[config.mk]
export PLATFORM = sky130hd
export DESIGN_NAME = m8088_hold_arbiter
export DESIGN_NICKNAME = d
export VERILOG_FILES = /design/src/rtl/m8088_hold_arbiter.sv
export SDC_FILE = /design/constraint.sdc
export NUM_CORES = 1
export LEC_CHECK = 0
export CORE_MARGIN = 2
export CORE_UTILIZATION = 40
export CTS_CLUSTER_SIZE = 25
export DETAILED_ROUTE_END_ITERATION = 7
export GPL_ROUTABILITY_DRIVEN = 0
export PLACE_DENSITY = 0.71
export SLEW_MARGIN = 10
export SYNTH_ARGS = -nofsm -noshare
export SYNTH_HDL_FRONTEND = slang
export SYNTH_SLANG_ARGS = --single-unit
[constraint.sdc]
create_clock -name CORE_CLK -period 1.57 [get_ports CORE_CLK]
set_input_delay 0.2355 -clock CORE_CLK [delete_from_list [all_inputs] [get_ports CORE_CLK]]
set_output_delay 0.2355 -clock CORE_CLK [all_outputs]
set_load 0.005 [all_outputs]
[src/rtl/m8088_hold_arbiter.sv]
// Bus-hold arbiter for the m8088: raises HOLD, waits for HOLDA, then grants the bus
// round-robin to one requester at a time with bounded tenure and a guaranteed CPU gap.
module m8088_hold_arbiter #(
  parameter int N_REQ        = 2,
  parameter int MAX_TENURE   = 64,
  parameter int CPU_GAP      = 4,
  parameter int BACK_TO_BACK = 1
) (
  input  logic             CORE_CLK,
  input  logic             RESET,
  input  logic [N_REQ-1:0] req,
  output logic [N_REQ-1:0] gnt,
  output logic             HOLD,
  input  logic             HOLDA,
  output logic             busy,
  output logic             revoked
);

  localparam int PW = (N_REQ > 1) ? $clog2(N_REQ) : 1;
  localparam int TW = $clog2(MAX_TENURE);
  localparam int GW = (CPU_GAP > 1) ? $clog2(CPU_GAP) : 1;
  localparam logic [PW-1:0] RR_INIT  = PW'(N_REQ - 1);
  localparam logic [TW-1:0] TEN_LAST = TW'(MAX_TENURE - 1);
  localparam logic [GW-1:0] GAP_LAST = GW'(CPU_GAP - 1);

  typedef enum logic [2:0] {
    S_IDLE    = 3'd0,
    S_REQ     = 3'd1,
    S_GRANT   = 3'd2,
    S_HANDOFF = 3'd3,
    S_RELEASE = 3'd4,
    S_CPU_RUN = 3'd5
  } state_t;

  state_t           state_r, state_n;
  logic [N_REQ-1:0] gnt_r, gnt_n, gnt_win_s;
  logic             hold_r, hold_n, busy_r, revoked_r, revoked_n;
  logic [PW-1:0]    rr_r, rr_n, win_idx_s, cand_s;
  logic [TW-1:0]    tenure_r, tenure_n;
  logic [GW-1:0]    gap_r, gap_n;
  logic             win_found_s, any_req_s, owner_live_s, other_s, expire_s;

  // Round-robin pick: first requester strictly after the pointer, wrapping.
  always_comb begin
    win_found_s = 1'b0;
    win_idx_s   = rr_r;
    cand_s      = rr_r;
    gnt_win_s   = '0;
    for (int i = 1; i <= N_REQ; i++) begin
      cand_s = PW'((int'(rr_r) + i) % N_REQ);
      if (!win_found_s && req[cand_s]) begin
        win_found_s = 1'b1;
        win_idx_s   = cand_s;
      end else begin
        win_found_s = win_found_s;
      end
    end
    gnt_win_s[win_idx_s] = 1'b1;
  end

  assign any_req_s    = |req;
  assign owner_live_s = |(req & gnt_r);
  assign other_s      = |(req & ~gnt_r);
  assign expire_s     = (tenure_r == TEN_LAST);

  // Next-state and next-output decode.
  always_comb begin
    state_n   = state_r;
    gnt_n     = gnt_r;
    hold_n    = hold_r;
    revoked_n = 1'b0;
    rr_n      = rr_r;
    tenure_n  = tenure_r;
    gap_n     = gap_r;
    case (state_r)
      S_IDLE: begin
        gnt_n  = '0;
        hold_n = 1'b0;
        if (any_req_s) begin
          state_n = S_REQ;
          hold_n  = 1'b1;
        end else begin
          state_n = S_IDLE;
        end
      end
      S_REQ, S_HANDOFF: begin
        hold_n = 1'b1;
        if (HOLDA && win_found_s) begin
          state_n  = S_GRANT;
          gnt_n    = gnt_win_s;
          rr_n     = win_idx_s;
          tenure_n = '0;
        end else if (!any_req_s && (HOLDA || state_r == S_HANDOFF)) begin
          state_n = S_RELEASE;
          hold_n  = 1'b0;
        end else begin
          // HOLD is never withdrawn before the CPU has acknowledged it.
          state_n = S_REQ;
        end
      end
      S_GRANT: begin
        tenure_n = tenure_r + TW'(1);
        if (!HOLDA) begin
          gnt_n   = '0;
          hold_n  = 1'b0;
          state_n = S_RELEASE;
        end else if (!owner_live_s || expire_s) begin
          gnt_n     = '0;
          revoked_n = owner_live_s;
          if ((BACK_TO_BACK != 0) && other_s) begin
            state_n = S_HANDOFF;
          end else begin
            state_n = S_RELEASE;
            hold_n  = 1'b0;
          end
        end else begin
          state_n = S_GRANT;
        end
      end
      S_RELEASE: begin
        hold_n = 1'b0;
        gnt_n  = '0;
        if (!HOLDA) begin
          state_n = S_CPU_RUN;
          gap_n   = '0;
        end else begin
          state_n = S_RELEASE;
        end
      end
      S_CPU_RUN: begin
        hold_n = 1'b0;
        gnt_n  = '0;
        if (gap_r == GAP_LAST) begin
          state_n = S_IDLE;
        end else begin
          gap_n = gap_r + GW'(1);
        end
      end
      default: begin
        state_n = S_IDLE;
        gnt_n   = '0;
        hold_n  = 1'b0;
      end
    endcase
  end

  // State and output registers with synchronous reset.
  always_ff @(posedge CORE_CLK) begin
    if (RESET) begin
      state_r   <= S_IDLE;
      gnt_r     <= '0;
      hold_r    <= 1'b0;
      busy_r    <= 1'b0;
      revoked_r <= 1'b0;
      rr_r      <= RR_INIT;
      tenure_r  <= '0;
      gap_r     <= '0;
    end else begin
      state_r   <= state_n;
      gnt_r     <= gnt_n;
      hold_r    <= hold_n;
      busy_r    <= (state_n != S_IDLE);
      revoked_r <= revoked_n;
      rr_r      <= rr_n;
      tenure_r  <= tenure_n;
      gap_r     <= gap_n;
    end
  end

  assign gnt     = gnt_r;
  assign HOLD    = hold_r;
  assign busy    = busy_r;
  assign revoked = revoked_r;

endmodule
==> run_results.csv <==
group,metric,value,unit
status,outcome,"complete, no violations",
synthesis,syn_inst,116,
die,die_y,52.6,um
sta,relSlewSlack,71.4,%
cts,cts_buffers,3,
cells_and_area,area_delta_synth_final,18.7,%
power,p_comb_share,20.9,%
detailed_routing,drtIter0Drc,19,
cts,cts_tree,"done",
sta,max_freq,671,MHz
global_route,grt_max_degree,12,
die,pin_count,10,
detailed_routing,avgViaCountPerCell,5.64,
die,die_width,52.6,um
die,core,0.00221,mm^2
sta,finalHoldViolCount,0,
synthesis,avgSynthCellArea,8.14,um^2
global_route,grt_pass1_vias,830,
worst_setup_path,crit_start,"state_r[0]$_SDFF_PP0_",
synthesis,synth_fp_nets,123,
cts,clock_sinks,17,
synthesis,synthDistinctLibCells,43,
synthesis,synth_warnings,0,
synthesis,ys_ff_latch,17,
power,p_int,0.000636,W
place,io_buffers,9,
power,irDropWorstVdd,471,uV
detailed_routing,dr.pass1.iters,4,
job,max-cap-violations,0,
cts,cts_resized,0,
min_path,hold_start,"HOLD$_SDFFE_PP0P_",
power,power.density,800,mW/mm^2
cells_and_area,multiInputGateArea,553,um^2
sta,layout_worst_path_cycle_share,94.9,%
synthesis,syn-cell-area,945,um^2
detailed_routing,drc,0,
cts,cts_hold_buf,0,
cts,cts_setup_buffers,0,
cells_and_area,register_area,340,um^2
place,hpwl,1590,um
cts,clockRootBuffer,"clkbuf_4",
global_route,grt_antenna_before_repair,0,
die,initial_core_util,42.7,%
worst_setup_path,r2r_start,"state_r[0]$_SDFF_PP0_",
synthesis,ys_seq_area_share,36.0,%
power,p_switching,0.000261,W
cts,insertion_delay,290,ps
worst_setup_path,arrival,1710,ps
cts,clk_pin_slew,100,ps
detailed_routing,routed-via-count,897,
power,power_frac_seq,52.6,%
cts,htree_levels,1,
detailed_routing,wl,2070,um
sta,fin_skew,4.11,ps
detailed_routing,wl_per_cell,13.0,um
sta,fin_tns_setup,0,ps
worst_setup_path,cp_slowest_stage_delay,540,ps
die,rows,17,
worst_setup_path,slowest_stage,"or3b_1",
power,p_leak,0.409,nW
power,power.share.clock,26.4,%
worst_setup_path,end_kind,"register",
detailed_routing,ant_nets,0,
cts,clk_path_buf_depth,2,
sta,rsz0062_at_grt,"no",
cells_and_area,nNetsFinal,139,
global_route,grt.overflow.total,0,
die,die_area,0.00277,mm^2
worst_setup_path,crit_fanout,8,
sta,setup-violations-final,0,
cells_and_area,antenna_cells,0,
sta,period_minus_slack,1490,ps
cells_and_area,fillCellCount,218,
min_path,min_path_type,"reg -> reg",
global_route,grt_pass1_wl,3490,um
sta,tightest_slew,418,ps
worst_setup_path,startpoint_type,"register",
power,p_sw_share,29.1,%
worst_setup_path,worstPathCellList,"or3b_1 -> a211o_1 -> a31oi_1",
cells_and_area,final_core_util,50.7,%
worst_setup_path,crit_required,1790,ps
sta,slew_viol_final,0,
global_route,grt_usage,16.9,%
worst_setup_path,path_class,"reg -> reg",
cells_and_area,layout-drive-gt1-share,13.7,%
==> power groups by stage <==
stage	clock network [W]	logic, W	registers [W]
floorplan	0	0.000121	0.000475
global placement	0	0.000182	0.000480
detailed placement	0	0.000185	0.000481
CTS	0.000244	0.000187	0.000472
global route	0.000261	0.000208	0.000474
finish	0.000237	0.000188	0.000472
==> critical path: cells and delay by family (launching register included) <==
family / cells / cell delay (ps)
flip-flops: 1 / 390
AND/OR/NAND/NOR: 1 / 540
AO/OA/AOI/OAI: 2 / 500
==> cell usage in the layout (no fill, tap or decap), types with 2 or more instances in the layout <==
cell,count
and2b_1,2
nor3_1,5
o22ai_1,2
o21ai_0,6
nor2b_1,2
dfxtp_1,17
nand2b_1,3
nor2_1,10
ha_1,2
nand3_1,4
a21oi_1,6
or2_2,2
clkbuf_4,3
nand2_1,11
clkdlybuf4s50_1,9
inv_1,4
a22oi_1,3
nand4_1,3
and2_1,2
buf_4,8
a31oi_1,5
==> worst paths after layout <==
kind	slack, ps	endpoint	cells after the start
max	80	state_r[0]$_SDFF_PP0_	3
min	510	HOLD$_SDFFE_PP0P_	2
max reg2reg	80	state_r[0]$_SDFF_PP0_	3
min reg2reg	510	HOLD$_SDFFE_PP0P_	2
==> cells by family (layout without fill, tap and decap cells) <==
kind of cell	Yosys count	in the layout	share of synthesized area, %
compound gates	34	34	24.6
buf+inv	10	25	5.43
mux	1	1	1.06
simple gates	51	51	29.3
xor+xnor	1	1	0.927
flops	17	17	36.0
fa+ha+maj	2	2	2.65
==> registers in the layout (all words and copies together) (netlist names) <==
signal,count
HOLD,1
busy,1
gap_r,2
gnt,2
revoked,1
rr_r,1
state_r,3
tenure_r,6
==> area by class of cell <==
cell class              count  share of cell area, %
multi-input cells          89                   49.3
flip-flops and latches     17                   30.4
repair buffers             17                   13.4
well taps                  28                   3.12
clock buffers               3                   2.01
inverters                   4                   1.34
clock inverters             1                  0.446
==> layer usage <==
| metal | track usage [%] | vias up | wire length, um |
|---|---|---|---|
| met1 | 21.7 | 410 | 969 |
| met4 | 7.69 | 0 | 26 |
| met5 | 0 | - | 0 |
| met3 | 2.00 | 4 | 94 |
| met2 | 27.9 | 29 | 980 |
| li1 | - | 454 | - |
==> cells in the mapped netlist (all sizes together) <==
cell type  count  area share (%)
nor2b          2             1.3
nor3           5             2.6
dfxtp         17              36
nor4b          1            0.93
nand3          4             2.1
nand2b         3             2.0
nor2          11             5.2
and2b          2             1.6
a311oi         2             2.5
o31ai          1            0.79
o21ai          6             3.2
nand3b         1            0.79
or2            2             1.3
a2111oi        1            0.93
a31o           1            0.93
mux2i          1             1.1
and2           2             1.3
o2bb2ai        1            0.93
nand4          3             2.0
o32ai          1            0.93
nand2         11             4.4
or2b           1            0.79
o21a           1            0.79
clkbuf         2            0.79
a22o           1            0.93
a21o           1            0.79
ha             2             2.6
or3b           1            0.93
xnor2          1            0.93
inv            4             1.6
buf            4             3.0
a211o          1            0.93
a31oi          5             3.3
o22ai          2             1.3
o211ai         1            0.79
a21oi          6             3.2
nor3b          1             1.3
and3           1            0.66
a22oi          3             2.4
==> stage by stage <==
stage	hold WS [ps]	setup WS, ps	instances	cell area (um^2)	power (W)
6_report	510	79.6	159	1120	0.000897
5_1_grt	526	33.6	159	1120	0.000942
2_1_floorplan	457	172	116	945	0.000596
4_1_cts	510	81.5	159	1120	0.000903
3_3_place_gp	479	-61.5	155	1090	0.000661
3_5_place_dp	491	-99.6	155	1090	0.000667
Power figures use the tool's default switching activity.
